<file path="src/rtl/seg_scan_pkg.sv">
// -----------------------------------------------------------------------------
// seg_scan_pkg
// Shared definitions for the 7-segment scan receiver:
//   - SEG_0..SEG_F : active-high glyphs {a,b,c,d,e,f,g} for hex digits 0-F
//   - AN_*         : one-hot anode codes, AN_BLANK for the inter-digit blank
//   - digit_t      : 2-bit digit index (0 = leftmost digit, frame bits [27:21])
//   - state_t      : frame assembly FSM state encoding
//   - an_is_onehot / an_to_digit : anode decode helpers
// -----------------------------------------------------------------------------
package seg_scan_pkg;

  typedef logic [1:0] digit_t;

  typedef enum logic [0:0] {
    ST_IDLE    = 1'b0,
    ST_COLLECT = 1'b1
  } state_t;

  localparam logic [3:0] AN_BLANK = 4'b0000;
  localparam logic [3:0] AN_D0    = 4'b0001;
  localparam logic [3:0] AN_D1    = 4'b0010;
  localparam logic [3:0] AN_D2    = 4'b0100;
  localparam logic [3:0] AN_D3    = 4'b1000;

  localparam logic [6:0] SEG_0 = 7'h7E;
  localparam logic [6:0] SEG_1 = 7'h30;
  localparam logic [6:0] SEG_2 = 7'h6D;
  localparam logic [6:0] SEG_3 = 7'h79;
  localparam logic [6:0] SEG_4 = 7'h33;
  localparam logic [6:0] SEG_5 = 7'h5B;
  localparam logic [6:0] SEG_6 = 7'h5F;
  localparam logic [6:0] SEG_7 = 7'h70;
  localparam logic [6:0] SEG_8 = 7'h7F;
  localparam logic [6:0] SEG_9 = 7'h7B;
  localparam logic [6:0] SEG_A = 7'h77;
  localparam logic [6:0] SEG_B = 7'h1F;
  localparam logic [6:0] SEG_C = 7'h4E;
  localparam logic [6:0] SEG_D = 7'h3D;
  localparam logic [6:0] SEG_E = 7'h4F;
  localparam logic [6:0] SEG_F = 7'h47;

  // True when exactly one anode line is active.
  function automatic logic an_is_onehot(input logic [3:0] a);
    return (a != 4'b0000) && ((a & (a - 4'b0001)) == 4'b0000);
  endfunction

  // Digit index of a one-hot anode code; callers qualify with an_is_onehot.
  function automatic digit_t an_to_digit(input logic [3:0] a);
    digit_t d;
    case (a)
      AN_D0:   d = 2'd0;
      AN_D1:   d = 2'd1;
      AN_D2:   d = 2'd2;
      AN_D3:   d = 2'd3;
      default: d = 2'd0;
    endcase
    return d;
  endfunction

endpackage

</file>
<file path="src/rtl/seg7_to_hex.sv">
// -----------------------------------------------------------------------------
// seg7_to_hex
// Combinational glyph -> hex nibble decoder. Unrecognised patterns give
// nibble 0 with invalid set. Only built when SEG_HEX_DECODE_EN is defined,
// since seg_scan_capture instantiates it only in that configuration.
// Ports:
//   seg     in  7  segment pattern {a,b,c,d,e,f,g}, active-high
//   nibble  out 4  decoded hex value (0 when invalid)
//   invalid out 1  pattern is not one of the 0-F glyphs
// -----------------------------------------------------------------------------
`ifdef SEG_HEX_DECODE_EN
module seg7_to_hex
  import seg_scan_pkg::*;
(
  input  logic [6:0] seg,
  output logic [3:0] nibble,
  output logic       invalid
);

  // Glyph lookup; anything outside the sixteen glyphs is flagged.
  always_comb begin
    nibble  = 4'h0;
    invalid = 1'b0;
    case (seg)
      SEG_0:   nibble = 4'h0;
      SEG_1:   nibble = 4'h1;
      SEG_2:   nibble = 4'h2;
      SEG_3:   nibble = 4'h3;
      SEG_4:   nibble = 4'h4;
      SEG_5:   nibble = 4'h5;
      SEG_6:   nibble = 4'h6;
      SEG_7:   nibble = 4'h7;
      SEG_8:   nibble = 4'h8;
      SEG_9:   nibble = 4'h9;
      SEG_A:   nibble = 4'hA;
      SEG_B:   nibble = 4'hB;
      SEG_C:   nibble = 4'hC;
      SEG_D:   nibble = 4'hD;
      SEG_E:   nibble = 4'hE;
      SEG_F:   nibble = 4'hF;
      default: begin
        nibble  = 4'h0;
        invalid = 1'b1;
      end
    endcase
  end

endmodule
`endif

</file>
<file path="src/rtl/seg_scan_capture.sv">
// -----------------------------------------------------------------------------
// seg_scan_capture
// Bus monitor for a 4-digit multiplexed 7-segment display. Registers the
// anode/segment lines, accepts a digit once it has been stable for
// STABLE_CYCLES samples, assembles digits 0..3 into a 28-bit frame and flags
// scan-order violations.
// Parameters:
//   STABLE_CYCLES  samples of identical {an,seg} needed to accept (1..15)
//   CNT_W          dwell counter width, must hold STABLE_CYCLES
// Ports:
//   clk          in   1   clock, rising edge
//   rst_n        in   1   synchronous reset, active-low
//   an           in   4   anode select, one-hot active-high
//   seg          in   7   segment pattern {a..g}, active-high
//   data_out     out  28  last complete frame {d0,d1,d2,d3}
//   frame_valid  out  1   pulse: data_out updated this cycle
//   frame_err    out  1   pulse: scan sequence violation
// Optional (macro SEG_HEX_DECODE_EN):
//   hex_out      out  16  decoded nibble per digit, d0 in [15:12]
//   hex_err      out  1   some digit of the frame was not a 0-F glyph
// -----------------------------------------------------------------------------
module seg_scan_capture
  import seg_scan_pkg::*;
#(
  parameter int unsigned STABLE_CYCLES = 1,
  parameter int unsigned CNT_W         = 4
) (
  input  logic        clk,
  input  logic        rst_n,
  input  logic [3:0]  an,
  input  logic [6:0]  seg,
  output logic [27:0] data_out,
  output logic        frame_valid,
  output logic        frame_err
`ifdef SEG_HEX_DECODE_EN
  ,
  output logic [15:0] hex_out,
  output logic        hex_err
`endif
);

  localparam logic [CNT_W-1:0] STABLE_C = CNT_W'(STABLE_CYCLES);
  localparam logic [CNT_W-1:0] DWELL_MAX = {CNT_W{1'b1}};

  logic [10:0]      smp_r;
  logic [CNT_W-1:0] dwell_r;
  logic             done_r;
  state_t           state_r;
  digit_t           exp_r;
  logic [6:0]       slot0_r;
  logic [6:0]       slot1_r;
  logic [6:0]       slot2_r;

  logic [3:0]  smp_an_s;
  logic [6:0]  smp_seg_s;
  logic        new_dwell_s;
  logic        accept_s;
  logic        blank_s;
  logic        onehot_s;
  digit_t      digit_s;
  logic [27:0] frame_next_s;

  assign smp_an_s     = smp_r[10:7];
  assign smp_seg_s    = smp_r[6:0];
  // dwell_r == 0 only before the first sample after reset, which always
  // opens a dwell even if it matches the reset value of smp_r.
  assign new_dwell_s  = (dwell_r == '0) || ({an, seg} != smp_r);
  // done_r makes the accept one-shot even when the counter saturates at
  // the same value as STABLE_C.
  assign accept_s     = (dwell_r == STABLE_C) && !done_r;
  assign blank_s      = (smp_an_s == AN_BLANK);
  assign onehot_s     = an_is_onehot(smp_an_s);
  assign digit_s      = an_to_digit(smp_an_s);
  assign frame_next_s = {slot0_r, slot1_r, slot2_r, smp_seg_s};

  // Input sample register and per-dwell stability counter.
  always_ff @(posedge clk) begin
    if (!rst_n) begin
      smp_r   <= 11'h000;
      dwell_r <= '0;
      done_r  <= 1'b0;
    end else begin
      smp_r <= {an, seg};
      if (new_dwell_s) begin
        dwell_r <= CNT_W'(1);
        done_r  <= 1'b0;
      end else begin
        if (dwell_r != DWELL_MAX) begin
          dwell_r <= dwell_r + CNT_W'(1);
        end
        done_r <= done_r | accept_s;
      end
    end
  end

`ifdef SEG_HEX_DECODE_EN
  logic [3:0]  nib_s [4];
  logic [3:0]  inv_s;
  logic [15:0] hex_next_s;

  for (genvar g = 0; g < 4; g++) begin : g_dec
    seg7_to_hex u_dec (
      .seg     (frame_next_s[27-7*g -: 7]),
      .nibble  (nib_s[g]),
      .invalid (inv_s[g])
    );
  end

  assign hex_next_s = {nib_s[0], nib_s[1], nib_s[2], nib_s[3]};

  // Decoded view of the frame, loaded together with data_out.
  always_ff @(posedge clk) begin
    if (!rst_n) begin
      hex_out <= 16'h0000;
      hex_err <= 1'b0;
    end else if (accept_s && !blank_s && onehot_s &&
                 (state_r == ST_COLLECT) && (digit_s == exp_r) &&
                 (digit_s == 2'd3)) begin
      hex_out <= hex_next_s;
      hex_err <= |inv_s;
    end
  end
`endif

  // Frame assembly FSM with registered frame and status pulses.
  always_ff @(posedge clk) begin
    if (!rst_n) begin
      state_r     <= ST_IDLE;
      exp_r       <= 2'd0;
      slot0_r     <= 7'h00;
      slot1_r     <= 7'h00;
      slot2_r     <= 7'h00;
      data_out    <= 28'h0000000;
      frame_valid <= 1'b0;
      frame_err   <= 1'b0;
    end else begin
      frame_valid <= 1'b0;
      frame_err   <= 1'b0;
      if (accept_s && !blank_s) begin
        if (!onehot_s) begin
          frame_err <= 1'b1;
          state_r   <= ST_IDLE;
        end else begin
          case (state_r)
            ST_IDLE: begin
              if (digit_s == 2'd0) begin
                slot0_r <= smp_seg_s;
                exp_r   <= 2'd1;
                state_r <= ST_COLLECT;
              end
            end
            ST_COLLECT: begin
              if (digit_s == exp_r) begin
                exp_r <= exp_r + 2'd1;
                case (digit_s)
                  2'd1: slot1_r <= smp_seg_s;
                  2'd2: slot2_r <= smp_seg_s;
                  2'd3: begin
                    data_out    <= frame_next_s;
                    frame_valid <= 1'b1;
                    state_r     <= ST_IDLE;
                  end
                  default: slot0_r <= smp_seg_s;
                endcase
              end else begin
                // Out-of-order digit; a digit 0 restarts the frame at once.
                frame_err <= 1'b1;
                if (digit_s == 2'd0) begin
                  slot0_r <= smp_seg_s;
                  exp_r   <= 2'd1;
                end else begin
                  state_r <= ST_IDLE;
                end
              end
            end
            default: state_r <= ST_IDLE;
          endcase
        end
      end
    end
  end

endmodule

</file>
<file path="config.mk">
export PLATFORM = sky130hd
export DESIGN_NAME = seg_scan_capture
export DESIGN_NICKNAME = d
export VERILOG_FILES = /design/src/rtl/seg_scan_pkg.sv /design/src/rtl/seg7_to_hex.sv /design/src/rtl/seg_scan_capture.sv
export SDC_FILE = /design/constraint.sdc
export NUM_CORES = 1
export LEC_CHECK = 0
export ABC_AREA = 0
export BUFFER_PORTS_ARGS = -buffer_cell sky130_fd_sc_hd__buf_2
export CAP_MARGIN = 20
export CORE_MARGIN = 4
export CORE_UTILIZATION = 56
export DETAILED_ROUTE_END_ITERATION = 16
export PLACE_DENSITY = 0.87
export SYNTH_ARGS = -nofsm -noshare
export SYNTH_HDL_FRONTEND = slang
export SYNTH_SLANG_ARGS = --single-unit
</file>
<file path="constraint.sdc">
create_clock -name clk -period 2.5 [get_ports clk]
set_input_delay 0.125 -clock clk [delete_from_list [all_inputs] [get_ports clk]]
set_output_delay 0.125 -clock clk [all_outputs]
set_load 0.01 [all_outputs]
</file>
# Word-level counts from Yosys, hierarchy flattened

Cells that the tools add are included.
W data, S select, Z words.

Add/subtract/negate cells: 3
Multiply operators: 0
Divide/modulo/power cells: 0
$lt $le $gt $ge: 0
Eq/ne operators: 11
Shift operators: 0
Multiplexer cells: 19
Bitwise logic cells: 4
Reduce and logical (&&, ||, !) cells: 21

Operator list:

| cell                  | count |
|---|---|
| $mux W7               | 3 |
| $reduce_and A5 Y1     | 4 |
| $pmux W7 S2           | 1 |
| $logic_not A4 Y1      | 3 |
| $ne A11 B11 Y1        | 1 |
| $mux W1               | 10 |
| $pmux W2 S3           | 1 |
| $add A4 B1 Y4 const B | 1 |
| $and A4 B4 Y4         | 1 |
| $eq A2 B2 Y1 const B  | 2 |
| $eq A4 B1 Y1 const B  | 1 |
| $eq A4 B2 Y1 const B  | 1 |
| $eq A4 B3 Y1 const B  | 1 |
| $eq A4 B4 Y1 const B  | 1 |
| $mux W2               | 2 |
| $ne A4 B4 Y1 const B  | 1 |
| $pmux W2 S2           | 1 |
| $reduce_and A2 Y1     | 2 |
| $reduce_bool A4 Y1    | 1 |
| $sub A4 B1 Y4 const B | 1 |
| $logic_and A1 B1 Y1   | 3 |
| $ne A3 B3 Y1 const B  | 1 |
| $reduce_and A3 Y1     | 1 |
| $reduce_or A3 Y1      | 1 |
| other kinds (11)      | 13 |

Register bits after elaboration: 70
Bits in latches: 0
RAM bits: 0
Bits in read-only memories: 0
Output and inout port bits: 30
Memories kept: 0

# Longest topological paths before layout

Word-level depth: 7
Gate-level depth with buffers: 9
Depth with buffers taken out: 8

# Worst setup path after synthesis

Ideal clock, no wire load.

Path kind: register -> register
Start point: register dwell_r[0]
End point: register exp_r[1]
Setup time: 0.091 ns
Data arrival time: 1.777 ns
Path slack: 0.632 ns
Cell stages (with the launch flop): 6
Period minus slack after synthesis: 1.868 ns
Cells stage by stage: dfxtp_1 > ha_1 > nor4b_4 > o211ai_1 > or3_1 > a311oi_1

Cells in the longest elaborated chain, start to end: 4

RTL lines:

| what                               | line                    | RTL |
|---|---|---|
| from (decl)                        | seg_scan_capture.sv:46  | `logic [CNT_W-1:0] dwell_r;` |
| from (signal assigned)             | seg_scan_capture.sv:89  | `dwell_r <= dwell_r + CNT_W'(1);` |
| $eq A4 B1 Y1                       | seg_scan_capture.sv:70  | `assign accept_s = (dwell_r == STABLE_C) && !done_r;` |
| $logic_and A1 B1 Y1                | seg_scan_capture.sv:70  |  |
| $logic_and A1 B1 Y1                | seg_scan_capture.sv:139 | `if (accept_s && !blank_s) begin` |
| $reduce_and A2 Y1 (no source line) | n/a                     |  |
| to (signal assigned)               | seg_scan_capture.sv:154 | `exp_r <= exp_r + 2'd1;` |
| to (decl)                          | seg_scan_capture.sv:49  | `digit_t exp_r;` |

Every way passes these cells.
A chain may end at the register's enable or synchronous reset.

# Final worst setup path

Start point: register smp_r[8]
End point: register exp_r[1]

Cells in the longest elaborated chain, start to end: 6

RTL lines:

| what                                 | line                                             | RTL |
|---|---|---|
| from (decl)                          | seg_scan_capture.sv:45                           | `logic [10:0] smp_r;` |
| from (signal assigned)               | seg_scan_capture.sv:83                           | `smp_r <= {an, seg};` |
| $eq A4 B4 Y1 (tied with other cells) | seg_scan_pkg.sv:50                               | `case (a)` |
| $pmux W2 S3                          | seg_scan_pkg.sv:50                               |  |
| $logic_not A2 Y1                     | seg_scan_capture.sv:146, seg_scan_capture.sv:168 |  |
| $mux W2                              | n/a                                              |  |
| $mux W2                              | seg_scan_capture.sv:153                          | `if (digit_s == exp_r) begin` |
| $pmux W2 S2                          | seg_scan_capture.sv:144                          | `case (state_r)` |

Parallel ways exist; a longest one is shown, timed or not.

==> flow_metrics.env <==
export IMPL_dieArea_sq_um=6330
export IMPL_worst_setup_path_start_kind="register"
export IMPL_reg2reg_to="exp_r[1]"
export IMPL_pre_cts_slack_ns=0.497
export IMPL_cp_required_ns=2.74
export IMPL_dieHeight_um=79.6
export IMPL_p_per_area_nw_per_um2=672
export IMPL_wl_um=5730
export IMPL_totalPowerFinal_mw=2.22
export IMPL_grt_max_degree=42
export IMPL_fin_crit_sh=0.817
export IMPL_reg2reg_depth=5
export IMPL_cts_setup_buffers=0
export IMPL_cts_tree="yes"
export IMPL_synth_fp_nets=295
export IMPL_tns_ns=0
export IMPL_cts_resized=0
export IMPL_holdCritStartpoint="seg[2]"
export IMPL_drive_gt1_frac=0.204
export IMPL_synthArstFlopShare=0
export IMPL_yosysSeqAreaShare=0.488
export IMPL_netlist_instances=279
export IMPL_vias=2092
export IMPL_slew_headroom=0.549
export IMPL_first_global_vias=1923
export IMPL_remaining_drc_errors=0
export IMPL_cp_arrival_ns=2.28
export IMPL_max_stage_delay_ns=0.58
export IMPL_clkTransAtPathRegs_ns=0.07
export IMPL_ys_types=42
export IMPL_reg2reg_slack_ns=0.46
export IMPL_track_usage=0.200
export IMPL_cp_max_fo=12
export IMPL_finalMaxSlewViolations=0
export IMPL_cts_buffer_depth=2
export IMPL_drt_first_pass_iters=4
export IMPL_drt_iter0_drc=121
export IMPL_clockRootBuffer="clkbuf_8"
export IMPL_netlist_area_sq_um=2870
export IMPL_wl_per_cell_um=14.7
export IMPL_fin_util=0.682
export IMPL_crit_type="register to register"
export IMPL_fp_coreArea_sq_um=4850
export IMPL_avgSynthCellArea_sq_um=10.3
export IMPL_synthFlopType="dfxtp_1"
export IMPL_drv_cap=0
export IMPL_cp_cell_sequence="nor4bb_1 > a22o_2 > o211ai_1 > or3_1 > a311oi_1"
export IMPL_synth_edf_count=0
export IMPL_clock_sinks=70
export IMPL_worstHoldPathType="input pin to register"
export IMPL_crit_family="compound AO/OA/AOI/OAI gates"
export IMPL_yosys_warnings=0
export IMPL_dp_cells=376
export IMPL_place_area_sq_um=3100
export IMPL_setup_slack_ns=0.458
export IMPL_finalClockSkew_ns=0.00767
export IMPL_area_delta_synth_final_pct=15.2
export IMPL_ant_nets=0
export IMPL_fmax_mhz=490
export IMPL_cts_htree_levels=3
export IMPL_gp_congestion=0.816
export IMPL_tightest_slew_ns=0.671
export IMPL_reg2reg_from="smp_r[8]"
export IMPL_critPathSlowestCell="dfxtp_1"
export IMPL_hold_end="smp_r[2]"
export IMPL_cts_buffers=9
export IMPL_fillers=365
export IMPL_layout_common_cells="dfxtp_1, nor2_1, mux2i_1"
export IMPL_grt_pass1_wl_um=9740
export IMPL_ios=43
export IMPL_mostFrequentLayoutCell="dfxtp_1"
export IMPL_clock_latency_ns=0.34
export IMPL_critical_path_buf_inv_count=0
export IMPL_finalInstanceArea_sq_um=3310
export IMPL_holdWs_ns=0.0141
export IMPL_rsz0062_at_grt="no"
export IMPL_ys_ff_latch=70
export IMPL_vdd_ir_drop_max_uv=523
export IMPL_initial_core_util=0.592
export IMPL_fin_cells=391
export IMPL_nets=336
export IMPL_overflow=0
export IMPL_vias_per_cell=5.35
export IMPL_final_setup_viol_count=0
export IMPL_n_antenna_cell=0
export IMPL_row_count=25
export IMPL_cts_hold_buf=0
export IMPL_timing_final_hold_violations=0
export IMPL_antenna_found_initial=0
export IMPL_hold_depth=2
export IMPL_hpwl_um=3900
export IMPL_port_buffers=42
export IMPL_p_leak_nw=1.72
export IMPL_outcome="finished clean"
export IMPL_crit_path_end_kind="register"
export IMPL_die_width_um=79.6
export IMPL_period_minus_slack_ns=2.04
==> worst max-delay path by stage <==
stage	start	to	slack [ns]	cells after the start
2_1_floorplan	dwell_r[0]	exp_r[1]	0.63	5
3_3_place_gp	smp_r[8]	exp_r[1]	0.59	5
3_5_place_dp	smp_r[8]	data_out[21]	0.50	7
4_1_cts	smp_r[8]	data_out[11]	0.47	7
5_1_grt	smp_r[8]	data_out[11]	0.28	7
6_report	smp_r[8]	exp_r[1]	0.46	5
==> registers in the layout, indices dropped and copies added (netlist names) <==
| signal | flops |
|---|---|
| frame_err | 1 |
| done_r | 1 |
| state_r | 1 |
| data_out | 28 |
| slot2_r | 7 |
| exp_r | 2 |
| slot0_r | 7 |
| slot1_r | 7 |
| smp_r | 11 |
| dwell_r | 4 |
| frame_valid | 1 |
==> final cells by class <==
type | count | area, sq um | area share
clock buffers | 11 | 131 | 0.0397
clock inverters | 4 | 72.6 | 0.0219
inverters | 4 | 15.0 | 0.00454
multi-input cells | 190 | 1360 | 0.411
flip-flops and latches | 70 | 1400 | 0.424
well taps | 67 | 83.8 | 0.0253
repair buffers | 45 | 245 | 0.0742
==> synthesized netlist by cell type (3+ instances only) <==
library cell / instances / area share
a21oi_1: 4 / 0.0070
a31oi_1: 4 / 0.0087
and2_1: 11 / 0.024
buf_2: 3 / 0.0052
clkbuf_1: 6 / 0.0078
dfxtp_1: 70 / 0.49
ha_1: 3 / 0.013
inv_1: 3 / 0.0039
mux2i_1: 50 / 0.17
nand2_1: 8 / 0.010
nor2_1: 57 / 0.075
nor3_1: 7 / 0.012
o21ai_0: 4 / 0.0070
xor2_1: 12 / 0.037
==> per-layer routing <==
metal  share of wire  global-route usage
met1            0.47               0.271
met2            0.45               0.307
met5               0                   0
met4           0.012              0.0670
met3           0.062              0.0530
==> power by group <==
part / internal (mW) / switching (mW) / leakage [nW] / total (mW)
combinational: 0.0432 / 0.0673 / 1.05 / 0.111
clock: 0.555 / 0.398 / 0.0994 / 0.953
sequential: 1.13 / 0.0285 / 0.567 / 1.16
==> cell families (layout without fill, tap and decap cells) <==
logic type                 after synthesis  count (layout)  synth area share
adders and majority gates                3               3            0.0131
muxes                                   50              50             0.174
AOI/OAI and AO/OA                       26              26            0.0785
and+or+nand+nor                         98              98             0.164
buffers and inverters                   19              64            0.0418
xor gates and xnor gates                13              13            0.0397
DFF                                     70              70             0.488
No activity file was read; power rests on OpenSTA's default activity.
